--- src/rtl/pc_fetch_unit_if.sv ---
// Fetch-side bundle: PC mux feedback, instruction-memory read port and decode handshake.
// The fetch unit takes the master view; the surrounding pipeline and memory take the slave view.
interface pc_fetch_unit_if;
    logic [31:0] pc_next;
    logic        pc_redirect;
    logic [31:0] pc_out;
    logic [31:0] pc_plus4;
    logic        imem_req;
    logic [31:0] imem_addr;
    logic        imem_rvalid;
    logic [31:0] imem_rdata;
    logic        ir_valid;
    logic [31:0] ir_data;
    logic [31:0] ir_pc;
    logic        ir_ready;

    modport master (
        input  pc_next, pc_redirect, imem_rvalid, imem_rdata, ir_ready,
        output pc_out, pc_plus4, imem_req, imem_addr, ir_valid, ir_data, ir_pc
    );

    modport slave (
        output pc_next, pc_redirect, imem_rvalid, imem_rdata, ir_ready,
        input  pc_out, pc_plus4, imem_req, imem_addr, ir_valid, ir_data, ir_pc
    );
endinterface

--- src/rtl/pc_fetch_unit.sv ---
// PC register and single-outstanding instruction-fetch sequencer with redirect handling.
// A redirect while a read is in flight leaves a stale response that is swallowed in StDrop.
module pc_fetch_unit #(
    parameter logic [31:0] RESET_VEC = 32'h0000_0000
) (
    input  logic            clk,
    input  logic            rst_n,
    pc_fetch_unit_if.master bus
);
    typedef enum logic [1:0] {StFetch, StWait, StHold, StDrop} state_e;

    state_e      state_q;
    logic [31:0] pc_q;
    logic [31:0] ir_data_q;
    logic [31:0] ir_pc_q;
    logic [31:0] pc_target;

    assign pc_target    = {bus.pc_next[31:2], 2'b00};

    assign bus.pc_out    = pc_q;
    assign bus.pc_plus4  = pc_q + 32'd4;
    assign bus.imem_addr = pc_q;
    assign bus.imem_req  = (state_q == StFetch) && !bus.pc_redirect;
    assign bus.ir_valid  = (state_q == StHold);
    assign bus.ir_data   = ir_data_q;
    assign bus.ir_pc     = ir_pc_q;

    always_ff @(posedge clk) begin
        if (!rst_n) begin
            pc_q      <= {RESET_VEC[31:2], 2'b00};
            state_q   <= StFetch;
            ir_data_q <= 32'd0;
            ir_pc_q   <= 32'd0;
        end else begin
            unique case (state_q)
                StFetch: begin
                    if (bus.pc_redirect) begin
                        pc_q <= pc_target;
                    end else begin
                        state_q <= StWait;
                    end
                end
                StWait: begin
                    if (bus.pc_redirect) begin
                        pc_q    <= pc_target;
                        state_q <= bus.imem_rvalid ? StFetch : StDrop;
                    end else if (bus.imem_rvalid) begin
                        ir_data_q <= bus.imem_rdata;
                        ir_pc_q   <= pc_q;
                        state_q   <= StHold;
                    end
                end
                StHold: begin
                    // Redirect beats accept: the held instruction is squashed.
                    if (bus.pc_redirect) begin
                        pc_q    <= pc_target;
                        state_q <= StFetch;
                    end else if (bus.ir_ready) begin
                        pc_q    <= pc_q + 32'd4;
                        state_q <= StFetch;
                    end
                end
                StDrop: begin
                    if (bus.pc_redirect) begin
                        pc_q <= pc_target;
                    end
                    if (bus.imem_rvalid) begin
                        state_q <= StFetch;
                    end
                end
            endcase
        end
    end
endmodule

--- src/flat_wrapper.sv ---
// flat-port wrapper written by rule: the top's interface ports become plain ports
module pc_fetch_unit_flat 
#(
    parameter logic [31:0] RESET_VEC = 32'h0000_0000
)
  (clk, rst_n, bus_pc_next, bus_pc_redirect, bus_imem_rvalid, bus_imem_rdata, bus_ir_ready, bus_pc_out, bus_pc_plus4, bus_imem_req, bus_imem_addr, bus_ir_valid, bus_ir_data, bus_ir_pc);
  pc_fetch_unit_if bus_i ();
  input  logic clk;
  input  logic rst_n;
  input wire logic [$bits(bus_i.pc_next)-1:0] bus_pc_next;
  input wire logic [$bits(bus_i.pc_redirect)-1:0] bus_pc_redirect;
  input wire logic [$bits(bus_i.imem_rvalid)-1:0] bus_imem_rvalid;
  input wire logic [$bits(bus_i.imem_rdata)-1:0] bus_imem_rdata;
  input wire logic [$bits(bus_i.ir_ready)-1:0] bus_ir_ready;
  output wire logic [$bits(bus_i.pc_out)-1:0] bus_pc_out;
  output wire logic [$bits(bus_i.pc_plus4)-1:0] bus_pc_plus4;
  output wire logic [$bits(bus_i.imem_req)-1:0] bus_imem_req;
  output wire logic [$bits(bus_i.imem_addr)-1:0] bus_imem_addr;
  output wire logic [$bits(bus_i.ir_valid)-1:0] bus_ir_valid;
  output wire logic [$bits(bus_i.ir_data)-1:0] bus_ir_data;
  output wire logic [$bits(bus_i.ir_pc)-1:0] bus_ir_pc;
  assign bus_i.pc_next = bus_pc_next;
  assign bus_i.pc_redirect = bus_pc_redirect;
  assign bus_i.imem_rvalid = bus_imem_rvalid;
  assign bus_i.imem_rdata = bus_imem_rdata;
  assign bus_i.ir_ready = bus_ir_ready;
  assign bus_pc_out = bus_i.pc_out;
  assign bus_pc_plus4 = bus_i.pc_plus4;
  assign bus_imem_req = bus_i.imem_req;
  assign bus_imem_addr = bus_i.imem_addr;
  assign bus_ir_valid = bus_i.ir_valid;
  assign bus_ir_data = bus_i.ir_data;
  assign bus_ir_pc = bus_i.ir_pc;
  pc_fetch_unit #(.RESET_VEC(RESET_VEC)) u_core (.clk(clk), .rst_n(rst_n), .bus(bus_i));
endmodule
--- config.mk ---
export PLATFORM = sky130hd
export DESIGN_NAME = pc_fetch_unit_flat
export DESIGN_NICKNAME = d
export VERILOG_FILES = /design/src/rtl/pc_fetch_unit_if.sv /design/src/rtl/pc_fetch_unit.sv /design/src/flat_wrapper.sv
export SDC_FILE = /design/constraint.sdc
export NUM_CORES = 1
export LEC_CHECK = 0
export ABC_AREA = 1
export CORE_MARGIN = 5
export CORE_UTILIZATION = 37
export DETAILED_ROUTE_END_ITERATION = 10
export GPL_ROUTABILITY_DRIVEN = 0
export HOLD_SLACK_MARGIN = 0.03
export PLACE_DENSITY = 0.78
export SLEW_MARGIN = 10
export SYNTH_ARGS = -nofsm -noshare
export SYNTH_HDL_FRONTEND = slang
export SYNTH_SLANG_ARGS = --single-unit
--- constraint.sdc ---
create_clock -name clk -period 1.45 [get_ports clk]
set_clock_uncertainty 0.05 [all_clocks]
set_input_delay 0.2175 -clock clk [delete_from_list [all_inputs] [get_ports clk]]
set_output_delay 0.2175 -clock clk [all_outputs]
set_load 0.1 [all_outputs]
==> results.cfg <==
[outcome]
result_of_the_run = complete, but fails checks
failed_checks = setup timing

[critical_path]
endpoint_kind = output port
start_kind = flip-flop
critPathBufInv = 2
cp_slowest_stage_delay_ps = 370
cell_by_cell_trace_of_the_critical_path = nand2_2 > buf_4 > nor2_1 > nand2_2 > nor2_4 > nand3_2 > nand2_4 > buf_12
critical-path-top-cell-by-count = nand2_2
critPathTopFamily = simple AND/OR/NAND/NOR gates
cp_data_required_time_ps = 1180
arrival_ps = 1970
worst-path-max-fanout = 5
timing.setup.critical_path_class = flip-flop to output port
crit_path_top_delay_cell = dfxtp_2

[route]
wl_met2_um = 12800
route.vias.total = 6349
initialDrtViolationCount = 539
detail-route-antenna-nets = 0
routed_wire_length_um = 24600
top_layer_used = met4
detail_route.drc_violations = 0
detailroute.wirelength.met3_um = 2210
drtPass1Iterations = 5
detail_route.wl_per_cell_um = 20.7
drt-met1-wl_um = 8440
viasPerCell = 5.34

[placed_design]
port_buffers = 220
placed_standard_cell_area_um2 = 9530
detailedPlacementHpwl_um = 14900

[pwr]
power.share.clock = 0.207
power.static_leakage_nw = 4.56
power_per_cell_area_nw_per_um2 = 1240
vdd_drop_max_uv = 850
power_frac_seq = 0.239
swShare = 0.466
net_switching_w = 0.00624
p_int_w = 0.00715
comb_power_frac = 0.554

[timing]
hold_violations = 0
timing.final.max_slew_violations = 0
layout_min_cycle_time_ps = 2240
part_of_the_cycle_the_worst_path_needs = 1.54
fmaxAchievable_mhz = 447
rsz0062_at_grt = true
postLayoutSetupSlackWorst_ps = -787
timing.final.setup_violations = 59

[clock_network]
insertion_delay_ps = 360
cts_buffer_depth = 2
clock_tree.root_cell = clkbuf_16
cts_made_buffers = 9
worst_setup_hold_path_clk_slew_ps = 70
tritoncts = yes
cts.sink_count = 94
post_cts_hold_buffer_count = 0
cts.htree.levels = 3

[die]
floorplan.die_area_um2 = 15500
num_rows = 41
design.core.area_um2 = 12700
start_util = 0.382
fp.dieW_um = 125
vertical_die_dimension_um = 125
floorplan.io_pins = 231

[run]
drv.max_cap_violation_count = 0

[grt]
antenna_violations_before_repair = 0
grt_start_max_net_pins = 36
grt_pass1_wl_um = 33300
grtUsageTotal = 0.265
grt_overflow_total = 0
grt_pass1_vias = 6235

[finish]
layout-drive-gt1-share = 0.458
post-route-util = 0.850
diode_insertion_count_for_antenna_repair = 0
fin_nets = 1082
layout.cell_area.non_filler_um2 = 10800
areaGrowthSynthToFinish_pct = 123

[yosys]
ys_async_sr_fraction = 0
mappedNetlistArea_um2 = 4860
synth.ff_latch_count = 94
seq_area_frac_synth = 0.387
syn-mean-instance-area_um2 = 6.73
synth_top_cell_by_area = dfxtp_1
synth_top_area_share = 0.387
synthesis.instances = 722
synth_top_flop_cell = dfxtp_1
ys.warnings.count = 0
synth-edff-count = 0
synth.distinct_cells = 34
synthTopCellsByArea = dfxtp_1 39%, nor2_1 13%, o21ai_0 9.5%, nand2_1 8.5%, buf_4 6.5%

[worst_hold_path]
min_delay_path_class = primary input to flip-flop
## cells in the mapped netlist, drive strengths merged (2+ instances only)
library cell,count
nor2,182
xnor2,5
clkbuf,12
o221ai,2
nand2,118
dfxtp,94
buf,55
o21bai,11
o21ai,100
inv,75
nand3,27
xor2,3
o22ai,2
a21oi,26
## per-layer routing
layer | vias up | global-route usage
met1 | 3040 | 0.284
met4 | 0 | 0.106
li1 | 2815 | -
met2 | 393 | 0.486
met5 | - | 0
met3 | 101 | 0.0750
## registers in the layout, indices dropped and copies added (netlist names)
name                  flops
u_core.state_q            2
u_core.bus.imem_addr     30
u_core.bus.ir_data       32
u_core.bus.ir_pc         30
## cell usage in the layout, fill, tap and decap left out, types with 14 or more instances in the layout
cell,n
a21oi_1,25
buf_12,160
buf_4,77
buf_6,34
clkdlybuf4s50_1,65
dfxtp_1,62
dfxtp_2,25
inv_1,63
nand2_1,57
nand2_2,26
nand2_4,29
nand3_2,18
nor2_1,155
nor2_4,14
o21ai_0,88
## power by group through the flow
| stage | clock (W) | combinational, W | sequential [W] |
|---|---|---|---|
| after floorplan | 0 | 0.00252 | 0.00499 |
| after global placement | 0 | 0.00686 | 0.00319 |
| after detailed placement | 0 | 0.00694 | 0.00321 |
| after CTS | 0.00276 | 0.00713 | 0.00317 |
| after global routing | 0.00288 | 0.00762 | 0.00322 |
| final | 0.00277 | 0.00742 | 0.00320 |
## logic make-up after synthesis
family                   count (synthesis)  share of synthesized area
XOR/XNOR                                 8                     0.0144
adder cells (fa/ha/maj)                  1                    0.00257
AND/OR/NAND/NOR                        331                      0.290
AO/OA/AOI/OAI                          144                      0.158
other                                    1                   0.000772
buffers and inverters                  143                      0.148
flip-flops                              94                      0.387
## final timing paths
check	from	end	slack, ps	cells after the start
max	u_core.bus.imem_addr[7]	bus_pc_plus4[31]	-790	8
min	rst_n	u_core.bus.ir_pc[7]	310	4
max reg2reg	u_core.bus.imem_addr[2]	u_core.bus.imem_addr[5]	-660	14
min reg2reg	u_core.bus.ir_data[4]	u_core.bus.ir_data[4]	480	2
## cell type report
class / instances / area [um2]
clock buffers: 12 / 268
fillers: 637 / 1910
multi-input cells: 492 / 3140
clock inverters: 4 / 76.3
well taps: 172 / 215
flip-flops and latches: 94 / 1940
repair buffers: 339 / 4870
inverters: 76 / 303
## stage by stage
| stage | instances | hold slack [ps] | worst slack, ps | setup TNS, ps | power [W] |
|---|---|---|---|---|---|
| after floorplan | 729 | 316 | -1080 | -43340 | 0.00750 |
| after global placement | 1133 | 460 | -439 | -21420 | 0.0101 |
| after detailed placement | 1133 | 465 | -511 | -27400 | 0.0101 |
| after CTS | 1167 | 293 | -703 | -20020 | 0.0131 |
| after global routing | 1189 | 322 | -841 | -28580 | 0.0137 |
| final | 1189 | 309 | -787 | -25150 | 0.0134 |
## what timing repair did
action                                  in CTS  in global routing
pin swaps                                   30                 48
setup buffers                               18                 25
gates cloned                                 0                  2
gates resized for setup                     75                 81
endpoints found under the setup margin      57                 80
## worst reg2reg max path, stage by stage, from the launching register on
cell,delay (ps)
dfxtp_4,370
buf_6,110
clkinvlp_4,130
nor2_8,190
buf_4,140
buf_6,80
buf_4,120
xor2_4,220
buf_6,140
buf_6,90
buf_6,80
buf_6,80
buf_6,80
nor2_1,30
nor2_1,120
Power figures use the tool's default switching activity.
